## config.mk

```make
export PLATFORM = sky130hd
export DESIGN_NAME = fifo_wr_arbiter_flat
export DESIGN_NICKNAME = d
export VERILOG_FILES = /design/src/rtl/fifo_wr_arbiter_if.sv /design/src/rtl/fifo_wr_arbiter.sv /design/src/flat_wrapper.sv
export SDC_FILE = /design/constraint.sdc
export NUM_CORES = 1
export LEC_CHECK = 0
export ABC_AREA = 0
export CELL_PAD_IN_SITES_DETAIL_PLACEMENT = 1
export CELL_PAD_IN_SITES_GLOBAL_PLACEMENT = 1
export CORE_UTILIZATION = 31
export DETAILED_ROUTE_END_ITERATION = 8
export HOLD_SLACK_MARGIN = 0.1
export PLACE_DENSITY_LB_ADDON = 0.1
export SLEW_MARGIN = 20
export SYNTH_ARGS = -nofsm -noshare
export SYNTH_HDL_FRONTEND = slang
export SYNTH_SLANG_ARGS = --single-unit
```

## constraint.sdc

```tcl
create_clock -name clk -period 7.3 [get_ports clk]
set_input_delay 0.73 -clock clk [delete_from_list [all_inputs] [get_ports clk]]
set_output_delay 0.73 -clock clk [all_outputs]
set_load 0.005 [all_outputs]
```

## src/rtl/fifo_wr_arbiter_if.sv

```systemverilog
// Producer/FIFO-side bundle for the round-robin write-port arbiter.
// master = arbiter, slave = producers plus FIFO write port.
interface fifo_wr_arbiter_if #(
   parameter int DATA_WIDTH = 8,
   parameter int N_REQ      = 4
);
   logic [N_REQ-1:0]            req;
   logic [N_REQ*DATA_WIDTH-1:0] req_data;
   logic [N_REQ-1:0]            grant;
   logic [N_REQ-1:0]            ack;
   logic                        full;
   logic                        w_inc;
   logic [DATA_WIDTH-1:0]       wr_data;
   logic                        busy;

   modport master (
      input  req, req_data, full,
      output grant, ack, w_inc, wr_data, busy
   );

   modport slave (
      output req, req_data, full,
      input  grant, ack, w_inc, wr_data, busy
   );
endinterface

```

## src/rtl/fifo_wr_arbiter.sv

```systemverilog
// Round-robin sharing of one FIFO write port; grant registered, first write in the cycle after req is sampled.
// full stalls the burst in place (w_inc/ack low, nothing dropped); bursts hand off with no idle cycle.
module fifo_wr_arbiter #(
   parameter int DATA_WIDTH = 8,
   parameter int N_REQ      = 4,
   parameter int BURST_MAX  = 4
) (
   input  logic              clk,
   input  logic              rst,
   fifo_wr_arbiter_if.master bus
);
   localparam int LW = $clog2(N_REQ);
   localparam int CW = $clog2(BURST_MAX) + 1;

   typedef enum logic {IDLE, BURST} state_t;

   state_t            state;
   logic [N_REQ-1:0]  grant_reg;
   logic [LW-1:0]     last;
   logic [CW-1:0]     cnt;
   logic              busy_reg;

   logic                  owner_req;
   logic                  wr;
   logic                  end_full;
   logic                  end_withdraw;
   logic                  burst_end;
   logic [DATA_WIDTH-1:0] data_sel;
   logic [N_REQ-1:0]      pick_oh;
   logic [LW-1:0]         pick_idx;
   logic                  pick_found;
   int                    idx;
   logic [LW-1:0]         ix;

   // The owner index is always `last` while in BURST, so the one-hot grant drives the mux directly.
   always_comb begin
      data_sel = '0;
      for (int i = 0; i < N_REQ; i++) begin
         if (grant_reg[i]) begin
            data_sel = bus.req_data[i*DATA_WIDTH +: DATA_WIDTH];
         end
      end
   end

   always_comb begin
      owner_req    = |(bus.req & grant_reg);
      wr           = (state == BURST) && owner_req && !bus.full;
      end_full     = wr && (cnt == CW'(BURST_MAX - 1));
      end_withdraw = (state == BURST) && !owner_req;
      burst_end    = end_full || end_withdraw;
   end

   // Search starts one past the previous owner and ends on it. On a withdraw the
   // owner's req is already low, so the raw req vector needs no extra mask.
   always_comb begin
      pick_oh    = '0;
      pick_idx   = '0;
      pick_found = 1'b0;
      idx        = 0;
      ix         = '0;
      for (int k = 1; k <= N_REQ; k++) begin
         idx = (int'(last) + k) % N_REQ;
         ix  = idx[LW-1:0];
         if (!pick_found && bus.req[ix]) begin
            pick_found  = 1'b1;
            pick_idx    = ix;
            pick_oh[ix] = 1'b1;
         end
      end
   end

   always_ff @(posedge clk or posedge rst) begin
      if (rst) begin
         state     <= IDLE;
         grant_reg <= '0;
         last      <= LW'(N_REQ - 1);
         cnt       <= '0;
         busy_reg  <= 1'b0;
      end else begin
         case (state)
            IDLE: begin
               if (pick_found) begin
                  state     <= BURST;
                  grant_reg <= pick_oh;
                  last      <= pick_idx;
                  cnt       <= '0;
                  busy_reg  <= 1'b1;
               end
            end
            BURST: begin
               if (burst_end) begin
                  if (pick_found) begin
                     grant_reg <= pick_oh;
                     last      <= pick_idx;
                     cnt       <= '0;
                  end else begin
                     state     <= IDLE;
                     grant_reg <= '0;
                     cnt       <= '0;
                     busy_reg  <= 1'b0;
                  end
               end else if (wr) begin
                  cnt <= cnt + CW'(1);
               end
            end
            default: begin
               state     <= IDLE;
               grant_reg <= '0;
               cnt       <= '0;
               busy_reg  <= 1'b0;
            end
         endcase
      end
   end

   assign bus.grant   = grant_reg;
   assign bus.busy    = busy_reg;
   assign bus.w_inc   = wr;
   assign bus.ack     = wr ? grant_reg : '0;
   assign bus.wr_data = data_sel;
endmodule

```

## src/flat_wrapper.sv

```systemverilog
// flat-port wrapper written by rule: the top's interface ports become plain ports
module fifo_wr_arbiter_flat 
#(
   parameter int DATA_WIDTH = 8,
   parameter int N_REQ      = 4,
   parameter int BURST_MAX  = 4
)
  (clk, rst, bus_req, bus_req_data, bus_full, bus_grant, bus_ack, bus_w_inc, bus_wr_data, bus_busy);
  fifo_wr_arbiter_if #(.DATA_WIDTH(DATA_WIDTH), .N_REQ(N_REQ)) bus_i ();
  input  logic clk;
  input  logic rst;
  input wire logic [$bits(bus_i.req)-1:0] bus_req;
  input wire logic [$bits(bus_i.req_data)-1:0] bus_req_data;
  input wire logic [$bits(bus_i.full)-1:0] bus_full;
  output wire logic [$bits(bus_i.grant)-1:0] bus_grant;
  output wire logic [$bits(bus_i.ack)-1:0] bus_ack;
  output wire logic [$bits(bus_i.w_inc)-1:0] bus_w_inc;
  output wire logic [$bits(bus_i.wr_data)-1:0] bus_wr_data;
  output wire logic [$bits(bus_i.busy)-1:0] bus_busy;
  assign bus_i.req = bus_req;
  assign bus_i.req_data = bus_req_data;
  assign bus_i.full = bus_full;
  assign bus_grant = bus_i.grant;
  assign bus_ack = bus_i.ack;
  assign bus_w_inc = bus_i.w_inc;
  assign bus_wr_data = bus_i.wr_data;
  assign bus_busy = bus_i.busy;
  fifo_wr_arbiter #(.DATA_WIDTH(DATA_WIDTH), .N_REQ(N_REQ), .BURST_MAX(BURST_MAX)) u_core (.clk(clk), .rst(rst), .bus(bus_i));
endmodule
```

==> impl_results.rst <==
.. list-table::
   :header-rows: 1

   * - Metric
     - Value
   * - Status
     - complete, no violations
   * - Total of buffers placed on input and output ports
     - 56
   * - Post CTS Setup Buffer Count
     - 0
   * - Synthesized netlist net count
     - 185
   * - Number of antenna violations at the first check in global routing
     - 0
   * - Slew at the pin closest to its max-slew limit
     - 619.7 ps
   * - Synth top cells by count
     - nand2_1, a22oi_1, a21oi_1, o21ai_0, ha_1
   * - Switching part of the total
     - roughly 44%
   * - # H-tree levels
     - 1
   * - Sort of element at the start of the critical path
     - input pin
   * - Main flop type after synthesis
     - dfrtp_1
   * - Post-synthesis to final-layout area growth
     - 51.50%
   * - Number of antenna repair diodes
     - 0
   * - First DRT Iteration DRCs
     - 28
   * - Sequential power share
     - 24.1%
   * - Maximum VDD drop
     - 0.2282 mV
   * - Power dissipated by switching net loads
     - approximately 300 uW
   * - Slowest stage delay, CP
     - 510 ps
   * - Initial core utilization
     - 33.77%
   * - Part of the Yosys area used for sequential elements
     - 23.72%
   * - X dimension of the die
     - between 60 and 70 microns
   * - Overall global routing resource usage
     - a little under a fifth
   * - Clock insertion delay at the later pin of the skew report
     - around 230 ps
   * - Fraction of synthesis flops using an asynchronous set or reset pin
     - 100.0%
   * - Minimum hold slack
     - ~480 ps
   * - Yosys synthesis warning count
     - 0
   * - Crit path max-delay family
     - buffers and inverters
   * - Share of post-route cells with drive strength above 1
     - 7.487%
   * - Maximum buffer depth of the clock tree
     - 2
   * - Dpl cell area
     - ~1700 sq um
   * - Estimated wirelength of the detail-placed design
     - 2799 microns
   * - Top area cells in the synthesized netlist
     - dfrtp_1, ha_1, a22oi_1, nand2_1, a21oi_1
   * - Summed area of non-filler cells in the final layout
     - 1774 sq um
   * - Yosys reg bits
     - 11
   * - Setup Total Neg Slack
     - 0 ps
   * - Root buffer cell
     - clkbuf_8
   * - Gates resized, CTS repair
     - 0
   * - LEAKAGE
     - 0.7135 nW
   * - Part of the cycle the worst path needs
     - between 40% and 50%
   * - Setup skew after layout
     - approximately 1.1 ps
   * - Count of flip-flops with a built-in enable after synthesis
     - 0
   * - Non-filler cells, final
     - approximately 230
   * - Max frequency
     - just under 0.3 GHz
   * - Normalized max-slew margin
     - between 50% and 60%
   * - Final hold violation count
     - 0
   * - Critical path's slowest cell
     - clkdlybuf4s50_1
   * - Die outline height
     - approximately 63 microns
   * - Setup repair after global routing missed its margin
     - false
   * - Remaining DRCs
     - 0
   * - Pin count of the biggest net entering global routing
     - 21
   * - Via count of the first global-routing pass
     - roughly 1300
   * - CP arrival
     - 2720 ps
   * - GR Overflow Total
     - 0
   * - Internal cell power
     - 379.1 uW
   * - Number of nets in the final layout
     - around 240
   * - Area of the mapped netlist
     - 1171 sq um
   * - Worst Hold Launch
     - u_core.cnt[2]
   * - Number of buffers and inverters on the critical path
     - 3
   * - Vias after detailed routing
     - around 1200
   * - Mean instance size in the synthesized netlist
     - roughly 8.6 sq um
   * - Library cell with the largest summed area after synthesis
     - dfrtp_1
   * - Final Max Slew Viols
     - 0
   * - Hold/Removal Path Class
     - reg -> reg
   * - Number of buffers created by CTS
     - 3
   * - Wire length of the first global-routing pass
     - 6044 microns
   * - CP Data Required Time
     - 6570 ps
   * - Minimum setup slack in the final design
     - roughly 3900 ps
   * - Critical path type
     - in -> out
   * - Number of clock sinks
     - 11
   * - DRT Wirelength
     - 3581 microns
   * - Number of library cell types mapped by synthesis
     - 32
   * - Most repeated cell in the gate-level netlist after synthesis
     - nand2_1
   * - Endpoints failing setup
     - 0
   * - Gp weighted congestion
     - around 0.75
   * - Clock-pin slew of the registers on the worst-case setup and hold paths
     - 50 ps
   * - Top cell by count, worst path
     - clkdlybuf4s50_1
   * - Fraction of synthesized cell area taken by the top area cell type
     - about a fifth
   * - Clock Power Share
     - around 8.7%
   * - Number of hold buffers added after CTS
     - 0
   * - Setup Slack @ Placement
     - 3846 ps
   * - Number of iterations in the first detailed-routing pass
     - 4
   * - Beginning of the critical path
     - bus_req[3]
   * - Fill cells
     - between 400 and 500
   * - Portion of total power attributed to combinational logic
     - 67.2%
   * - Max reg flops
     - 4
   * - Areal power density over the cells
     - about 380 nW/um^2
   * - Mapped Cells
     - roughly 140
   * - Post-placement cell count
     - 229
   * - Cell Rows
     - 21
   * - Number of top-level design ports
     - 57
   * - Final critical delay including setup and external delays
     - 3449 ps
   * - Worst path cell trace
     - clkdlybuf4s50_1 > a22o_1 > o21ai_0 > nand2b_1 > inv_1 > and2_1 > clkdlybuf4s50_1
   * - Die outline area
     - 4028 sq um
   * - Via density per instance
     - ~5.3
   * - Critical path endpoint category
     - primary output
   * - Max-cap check violation count
     - 0
   * - Origin of the critical flop-to-flop path
     - u_core.last[0]
   * - Total core area
     - 3468 sq um
   * - Maximum fanout along the worst path
     - 7
   * - DR WL/cell
     - 15.37 microns
   * - CTS tree
     - yes
   * - Post-route ant nets
     - 0
cells by family (layout without fill, tap and decap cells):
logic type               Yosys count  after routing  synth area share (%)
flip-flops                        11             11                 23.72
adder cells (fa/ha/maj)           10             10                 10.68
AO/OA/AOI/OAI                     53             53                 31.84
AND/OR/NAND/NOR                   40             40                 16.45
buffers and inverters             16             67                 7.372
XOR/XNOR                           1              1                0.7480
multiplexers                       5              5                 9.188
metrics by stage:
| stage | power, mW | util, % |
|---|---|---|
| after floorplan | 0.4531 | - |
| after global placement | 0.6030 | 49.86 |
| after detailed placement | 0.6245 | 49.86 |
| after CTS | 0.6875 | 51.15 |
| after global routing | 0.7484 | 51.15 |
| final | 0.6805 | 51.15 |
power by group through the flow:
| stage | Sequential (mW) | Clock, mW | Combinational, mW |
|---|---|---|---|
| floorplan | 0.119 | 0 | 0.334 |
| global placement | 0.165 | 0 | 0.438 |
| detailed placement | 0.166 | 0 | 0.459 |
| CTS | 0.166 | 0.0618 | 0.460 |
| global route | 0.174 | 0.0644 | 0.510 |
| finish | 0.164 | 0.0593 | 0.457 |
layout make-up:
cell class / instances / area, sq um / area share (%)
Clock buffer: 4 / 45.04 / 2.539
Inverter: 7 / 26.28 / 1.481
Multi-Input combinational cell: 109 / 807.0 / 45.49
Sequential cell: 11 / 277.8 / 15.66
Tap cell: 46 / 57.56 / 3.244
Timing Repair Buffer: 56 / 560.5 / 31.59
path summary, 6_finish.rpt:
check	end	slack, ps	depth (start not counted)
min	u_core.cnt[2]	480	2
max in group asynchronous	u_core.last[1]	6200	2
min reg2reg	u_core.cnt[2]	480	2
max reg2reg	u_core.bus.grant[1]	4500	6
max	bus_ack[3]	3850	7
min in group asynchronous	u_core.cnt[2]	780	2
layout by cell type, fill, tap and decap left out, drive strengths merged:
master	instances
clkdlybuf4s50	56
nand2	17
o21ai	16
a22oi	12
a21oi	11
ha	10
nor2	9
dfrtp	9
inv	7
a221o	6
nand2b	5
and2	4
clkbuf	4
mux4	4
o31ai	3
a22o	2
nor2b	2
dfstp	2
o221ai	1
or4	1
nor4b	1
o22ai	1
a32o	1
or2	1
mux2i	1
xnor2	1
tightest hold or removal path, stage by stage (launching register included):
cell and delay, ps:
dfrtp_1 340, nand2_1 50, o31ai_1 50
layer usage:
layer,vias to the layer above,GRT usage [%],routed length (microns)
met5,-,0,0
met4,0,4.261,10
met3,2,3.442,204
met2,43,34.71,1840
met1,584,22.10,1525
li1,609,-,-
No activity file was read; power rests on OpenSTA's default activity.
